`src/rtl/egress_packet_fifo.sv`:
```
// egress_packet_fifo: store-and-forward packet buffer behind one packet_switch egress port.
// Latency: a packet is presented on m_* the cycle after its tlast beat is stored; 1 beat/cycle each way.
// Backpressure: EGRESS_FIFO_DROP_EN defined -> s_tready high outside reset, overflowing packets dropped;
//               undefined -> s_tready = !full, a packet longer than DEPTH is released cut-through.
//
// Ports:
//   clk, reset           single clock; synchronous active-low reset
//   s_tdata/tvalid/tlast/tready   AXI-Stream ingress from the switch
//   m_tdata/tvalid/tlast/tready   AXI-Stream egress, only complete packets are shown
//   pkt_count            complete packets currently stored
//   drop_count           dropped packets, saturating at 255 (0 when EGRESS_FIFO_DROP_EN is undefined)
// Configuration macro: EGRESS_FIFO_DROP_EN
module egress_packet_fifo #(
    parameter int DATA_WIDTH = 16,
    parameter int DEPTH      = 32,
    parameter int ADDR_WIDTH = 5
) (
    input  logic                  clk,
    input  logic                  reset,
    input  logic [DATA_WIDTH-1:0] s_tdata,
    input  logic                  s_tvalid,
    input  logic                  s_tlast,
    output logic                  s_tready,
    output logic [DATA_WIDTH-1:0] m_tdata,
    output logic                  m_tvalid,
    output logic                  m_tlast,
    input  logic                  m_tready,
    output logic [ADDR_WIDTH:0]   pkt_count,
    output logic [7:0]            drop_count
);
    localparam int PW = ADDR_WIDTH + 1;
    localparam logic [PW-1:0] PTR_ONE   = PW'(1);
    localparam logic [PW-1:0] PTR_DEPTH = PW'(DEPTH);

    typedef struct packed {
        logic                  last;
        logic [DATA_WIDTH-1:0] dat;
    } beat_t;

    beat_t          mem [DEPTH];
    beat_t          rd_beat;
    logic [PW-1:0]  wr_spec;
    logic [PW-1:0]  wr_spec_nxt;
    logic [PW-1:0]  rd_ptr;
    logic           full;
    logic           wr_en;
    logic           commit;
    logic           pkt_inc;
    logic           pkt_dec;
    logic           rd_hs;

    // Occupancy includes the uncommitted tail of the packet being written.
    assign full     = (wr_spec - rd_ptr) == PTR_DEPTH;
    assign rd_beat  = mem[rd_ptr[ADDR_WIDTH-1:0]];
    assign m_tdata  = rd_beat.dat;
    assign m_tlast  = rd_beat.last;
    assign rd_hs    = m_tvalid && m_tready;
    assign commit   = wr_en && s_tlast;

    always_ff @(posedge clk) begin
        if (wr_en) begin
            mem[wr_spec[ADDR_WIDTH-1:0]] <= '{last: s_tlast, dat: s_tdata};
        end
    end

    always_ff @(posedge clk) begin
        if (!reset) begin
            wr_spec   <= '0;
            rd_ptr    <= '0;
            pkt_count <= '0;
        end else begin
            wr_spec <= wr_spec_nxt;
            if (rd_hs) begin
                rd_ptr <= rd_ptr + PTR_ONE;
            end
            // Commit and drain in the same cycle cancel out.
            if (pkt_inc && !pkt_dec) begin
                pkt_count <= pkt_count + PTR_ONE;
            end else if (!pkt_inc && pkt_dec) begin
                pkt_count <= pkt_count - PTR_ONE;
            end
        end
    end

`ifdef EGRESS_FIFO_DROP_EN
    typedef enum logic [1:0] {
        IDLE  = 2'd0,
        WRITE = 2'd1,
        DROP  = 2'd2
    } wr_state_t;

    wr_state_t      state;
    wr_state_t      state_nxt;
    logic [PW-1:0]  wr_commit;
    logic           beat_acc;
    logic           rewind;
    logic           drop_inc;

    // Never stalls the switch: overflow is resolved by discarding the packet.
    assign s_tready = reset;
    assign beat_acc = s_tvalid && s_tready;
    assign m_tvalid = pkt_count != '0;
    assign pkt_inc  = commit;
    assign pkt_dec  = rd_hs && m_tlast;

    // A rewind drops every beat of the current packet already written.
    assign wr_spec_nxt = rewind ? wr_commit :
                         wr_en  ? wr_spec + PTR_ONE : wr_spec;

    always_ff @(posedge clk) begin
        if (!reset) begin
            state <= IDLE;
        end else begin
            state <= state_nxt;
        end
    end

    always_comb begin
        state_nxt = state;
        case (state)
            IDLE, WRITE: begin
                if (beat_acc) begin
                    if (full) begin
                        state_nxt = s_tlast ? IDLE : DROP;
                    end else begin
                        state_nxt = s_tlast ? IDLE : WRITE;
                    end
                end
            end
            DROP: begin
                if (beat_acc && s_tlast) begin
                    state_nxt = IDLE;
                end
            end
            default: state_nxt = IDLE;
        endcase
    end

    always_comb begin
        wr_en    = 1'b0;
        rewind   = 1'b0;
        drop_inc = 1'b0;
        if (beat_acc) begin
            case (state)
                IDLE, WRITE: begin
                    if (full) begin
                        rewind   = 1'b1;
                        drop_inc = s_tlast;
                    end else begin
                        wr_en = 1'b1;
                    end
                end
                DROP: begin
                    drop_inc = s_tlast;
                end
                default: begin
                    wr_en = 1'b0;
                end
            endcase
        end
    end

    always_ff @(posedge clk) begin
        if (!reset) begin
            wr_commit  <= '0;
            drop_count <= '0;
        end else begin
            if (commit) begin
                wr_commit <= wr_spec + PTR_ONE;
            end
            if (drop_inc && (drop_count != 8'hFF)) begin
                drop_count <= drop_count + 8'd1;
            end
        end
    end
`else
    // oversize: the buffer filled with no complete packet, so the head packet
    // is longer than DEPTH and must be streamed out before its tlast arrives.
    // os_wr: ingress is still inside that packet; its tlast is not counted.
    logic oversize;
    logic os_wr;

    assign s_tready    = reset && !full;
    assign wr_en       = s_tvalid && s_tready;
    assign wr_spec_nxt = wr_en ? wr_spec + PTR_ONE : wr_spec;
    assign m_tvalid    = (pkt_count != '0) || (oversize && (rd_ptr != wr_spec));
    assign pkt_inc     = commit && !os_wr;
    assign pkt_dec     = rd_hs && m_tlast && !oversize;
    assign drop_count  = '0;

    always_ff @(posedge clk) begin
        if (!reset) begin
            oversize <= 1'b0;
            os_wr    <= 1'b0;
        end else begin
            // While full no beat is accepted, and with pkt_count==0 and no
            // oversize nothing is read, so set and clear never coincide.
            if (full && (pkt_count == '0) && !oversize) begin
                oversize <= 1'b1;
                os_wr    <= 1'b1;
            end else begin
                if (commit && os_wr) begin
                    os_wr <= 1'b0;
                end
                if (rd_hs && m_tlast && oversize) begin
                    oversize <= 1'b0;
                end
            end
        end
    end
`endif

endmodule

```
`config.mk`:
```
export PLATFORM = sky130hd
export DESIGN_NAME = egress_packet_fifo
export DESIGN_NICKNAME = d
export VERILOG_FILES = /design/src/rtl/egress_packet_fifo.sv
export SDC_FILE = /design/constraint.sdc
export NUM_CORES = 1
export LEC_CHECK = 0
export ABC_AREA = 1
export BUFFER_PORTS_ARGS = -buffer_cell sky130_fd_sc_hd__buf_2
export CORE_MARGIN = 2
export CORE_UTILIZATION = 25
export CTS_BUF_LIST = sky130_fd_sc_hd__clkbuf_4 sky130_fd_sc_hd__clkbuf_8
export CTS_CLUSTER_DIAMETER = 50
export DETAILED_ROUTE_END_ITERATION = 12
export GPL_ROUTABILITY_DRIVEN = 0
export SLEW_MARGIN = 20
export SYNTH_ARGS = -nofsm -noshare
export SYNTH_HDL_FRONTEND = slang
export SYNTH_SLANG_ARGS = --single-unit
```
`constraint.sdc`:
```
create_clock -name clk -period 4.25 [get_ports clk]
set_input_delay 0.2125 -clock clk [delete_from_list [all_inputs] [get_ports clk]]
set_output_delay 0.2125 -clock clk [all_outputs]
set_load 0.01 [all_outputs]
```
[After elaboration in Yosys (flattened, before gate mapping)]
Memories as Yosys holds them, arrays and structs flattened. A register that Yosys moved wholly into a read port is not among the register bits.
Index checks and enable logic that the tools add are counted.
Storage, ports and cells
  RAM bits: 544
  bits in registers: 20
  output and inout port bits: 33
  memories: 1
  input bits: 21
Cells by class
  muxes and demuxes: 10
  add/sub/neg operators: 5
  eq/ne operators: 2
  reductions and logical operators: 25
Memories
  mem: depth 32, bits a word 17, rd ports 1, clocked after memory_dff 1, wr ports 1, line 40  | beat_t mem [DEPTH];
Operators by type and width (count)
  $add 6x1->6 const B: 3
  $logic_and 1x1->1: 14
  $mux 6: 2
  $mux 5: 2
  $eq 6x6->1 const B: 1
  $logic_not 6->1: 1
  $mux 1: 6
  $ne 6x6->1: 1
  $reduce_bool 2->1: 3
  $reduce_bool 6->1: 1
  $sub 6x1->6 const B: 1
  $sub 6x6->6: 1
  $logic_not 1->1: 5
  $logic_or 1x1->1: 1

[Logic depth before layout (Yosys ltp)]
  depth in word-level cells: 11
  gate-level depth with buffers: 27
  gate-level depth less buffers: 27

[Worst setup path before layout]
No wires, ideal clock.
  path type: register to register
  from: register wr_spec[0]
  to: memory mem[31][0] (netlist name) (enable)
  arrival time: 2.731 ns
  path buffers: 0
  setup slack: 1.103 ns
  library setup time: 0.416 ns
  stages on the path, launching flop included: 14
  clock period less this slack: 3.147 ns
  cells stage by stage: dfxtp_1 inv_1 ha_1 inv_1 nand2_1 nand2_1 nand3_1 nand2_1 nand2_1 nand2_1 inv_2 nand2_1 nand3_4 nor3b_1
Between the ends
  cells in the longest elaborated chain, start to end: 7
Ends and longest elaborated chain
  start, declared: line 42  | logic [PW-1:0] wr_spec;
  start signal, assigned: line 72  | wr_spec <= wr_spec_nxt;
  $sub 6x6->6: line 53  | assign full = (wr_spec - rd_ptr) == PTR_DEPTH;
  $eq 6x6->1: line 53
  $logic_not 1->1: line 183  | assign s_tready = reset && !full;
  $logic_and 1x1->1: line 183
  $logic_and 1x1->1: line 184  | assign wr_en = s_tvalid && s_tready;
  $mux 1: line 61  | if (wr_en) begin
  $mux 1 (implied by the code): line 62  | mem[wr_spec[ADDR_WIDTH-1:0]] <= '{last: s_tlast, dat: s_tdata};
  end, declared: line 40
Parallel ways exist; a longest one is shown, timed or not.

==> flow_summary.toml <==
[cts]
cts_num_sinks = 569
clockBufferDepth = 3
post-cts-setup-buffer-count = 0
cts-root-buf = "sky130_fd_sc_hd__clkbuf_8"
clkSlewWorstSetupHoldPaths_ns = 0.06
cts_inserted_buffers = 91
clk-insertion-delay-late_ns = 0.68
h_tree_levels = 3
tritoncts = "built"

[floorplan]
dieArea_um2 = 94100
row_count = 111
die_h_um = 307
floorplan.initialDensity_pct = 25.1
die-width_um = 307
io_pins = 54
core_area_um2 = 91200

[synth]
syn-mean-instance-area_um2 = 12.9
yosysTopAreaCell = "sky130_fd_sc_hd__edfxtp_1"
yosysUniqueCellTypes = 36
synth-seq-area-share_pct = 73.4
synth-edff-count = 544
syn_area_um2 = 22900
ys_seq_elements = 569
yosysWarningCount = 0
synth.top_cell.area_share_pct = 71.3
synth_flop_cell = "sky130_fd_sc_hd__edfxtp_1"
ys_top_cells_by_count = "544 x sky130_fd_sc_hd__edfxtp_1, 342 x sky130_fd_sc_hd__nor2_1, 255 x sky130_fd_sc_hd__o21ai_0"
asyncSetResetFlopFracSynth_pct = 0
synth.most_common_cell = "sky130_fd_sc_hd__edfxtp_1"
postSynthCellCount = 1773
synth.area.top_cells = "sky130_fd_sc_hd__edfxtp_1 71%, sky130_fd_sc_hd__nor2_1 5.6%, sky130_fd_sc_hd__o21ai_0 5.6%"

[placed_design]
place_area_um2 = 24400
port-buffer-count = 45
dpl_wire_length_um = 33700

[sta]
max_freq_mhz = 266
worst_margin_pin_slew_ns = 0.891
final.min_clock_period_ns = 3.76
max_slew_margin_vs_limit_pct = 40.6
final_report_max_slew_violation_count = 0
rsz0062_at_grt = "no"
worst_clock_skew_ns = 0.0326
finalHoldViolCount = 0
report.final.setup_viol = 0
finalCritPeriodShare_pct = 88.6
total_negative_slack_ns = 0

[power_and_ir_drop]
total_switching_power_mw = 4.58
pwr-share-comb_pct = 24.3
internal_power_component_mw = 9.59
leakagePower_nw = 8.49
power.density_nw_per_um2 = 542
worst_ir_drop_vdd_uv = 351
totalPowerFinal_mw = 14.2
seqPwrFrac_pct = 44.7
p_clk_share_pct = 31.0
switching_share_pct = 32.3

[global_route]
global_route.usage.total_pct = 12.6
grt_overflow = 0
grt_start_max_net_pins = 137
antenna_found_initial = 6
wire_length_of_the_first_global_routing_pass_um = 90600
vias_in_the_first_global_route = 14798

[routing]
remaining_drc_errors = 0
firstDrtPassIters = 5
route.final.wire_length_um = 60900
vias = 14992
routedWlPerCell_um = 19.6
postRouteAntennaNets = 0
drt-initial-drc-count = 1652
detail_route.vias_per_cell = 4.83

[run_status]
result_of_the_run = "finished clean"

[final_layout]
fillerInstances = 9062
layout.cell_area.non_filler_um2 = 26200
layout-drive-gt1-share_pct = 13.5
area_growth_pct = 14.2
num-nets-final = 1888

[setup_path]
critical_path.endpoint_type = "output pin"
r2r_setup_slack_ns = 0.83
crit_path_cell_trace = "inv_6 > buf_4 > o21ai_0 > o221ai_1 > nand3_1 > nand2_1 > nor2_1 > a21oi_1 > buf_2"
worstPathMaxFanout = 72
crit_type = "reg -> out"
worstSetupStartpointType = "register"
timing.critical_path.arrival_ns = 3.55
r2r.worst_path.cells = 24
worst_ep_required_time_ns = 4.04
critical-path-max-stage-delay_ns = 0.64
cp_slowest_cell = "sky130_fd_sc_hd__buf_4"

[hold_path]
min_delay_path_depth = 1
min_path_type = "in -> reg"

[job]
max-cap-violations = 0
[metal layers]
layer  track usage, %  up-vias  share of wire, %
li1                 -     6744                 -
met4             4.72        6               2.7
met2             20.5      586                48
met5                0        -             0.066
met1             16.6     7550                43
met3             2.32      106               6.8
[placed cells by master, fill, tap and decap left out, drive strengths merged, types with 28 or more instances in the layout]
master,netlist,final
nand3,82,82
nor2,342,342
edfxtp,544,544
clkbuf,62,120
nand2,115,115
o21ai,278,278
clkinv,3,34
inv,39,41
buf,62,100
a21oi,39,39
o22ai,28,28
o221ai,98,98
[what timing repair did]
item,4_1_cts,5_1_grt
resized for setup,0,0
hold buffers,2,0
endpoints found under the hold margin,16,0
[power groups by stage]
stage	sequential [mW]	clock [mW]	combinational [mW]
after floorplan	6.39	0	2.44
after global placement	6.44	0	3.30
after detailed placement	6.44	0	3.41
after CTS	6.33	4.48	3.43
after global routing	6.34	4.72	3.80
final	6.33	4.40	3.45
[kinds of logic (layout without fill, tap and decap cells)]
| group | count (synthesis) | in the layout | synth area share [%] |
|---|---|---|---|
| flops | 569 | 569 | 73.4 |
| simple gates | 550 | 550 | 9.67 |
| compound gates | 461 | 461 | 11.9 |
| buf+inv | 166 | 302 | 3.66 |
| fa+ha+maj | 16 | 16 | 0.906 |
| xor+xnor | 10 | 10 | 0.382 |
| other cells | 1 | 9 | 0.0164 |
[stage by stage]
stage	std cells	setup slack (ns)	utilization [%]	hold WS [ns]
global placement	2941	0.904	26.8	0.458
global route	3102	0.310	28.7	0.0618
detailed placement	2941	0.864	26.8	0.463
floorplan	1780	1.10	-	0.311
finish	3103	0.487	28.7	0.0657
CTS	3101	0.421	28.7	0.0295
[worst max-delay path: cells and delay by family, from the launching register on]
family	cells	cell delay, ns
AOI/OAI and AO/OA	3	0.75
and+or+nand+nor	3	0.44
DFF	1	0.42
buffers and inverters	3	1.26
[state kept, by name, summed over array words and instances, names as in the netlist, named ones only]
name       flops
mem          544
os_wr          1
oversize       1
pkt_count      6
rd_ptr         6
wr_spec        6
[layout make-up]
| class | count | area [µm²] | area share (%) |
|---|---|---|---|
| flip-flops and latches | 569 | 16800 | 64.3 |
| multi-input cells | 1045 | 5300 | 20.3 |
| well taps | 1186 | 1480 | 5.67 |
| clock buffers | 120 | 1480 | 5.66 |
| repair buffers | 102 | 691 | 2.64 |
| clock inverters | 38 | 205 | 0.784 |
| inverters | 42 | 166 | 0.636 |
| diodes | 1 | 2.50 | 0.00956 |
[final timing paths]
path | start | end
worst min-delay path | s_tdata[0] | mem[16][0]$_DFFE_PP_
worst max register to register | wr_spec[0]$_SDFFE_PN0P_ | pkt_count[5]$_SDFFE_PN0P_
worst min register to register | oversize$_SDFFE_PN0P_ | oversize$_SDFFE_PN0P_
worst max-delay path | register | m_tdata[12]
No activity file was read; power rests on OpenSTA's default activity.
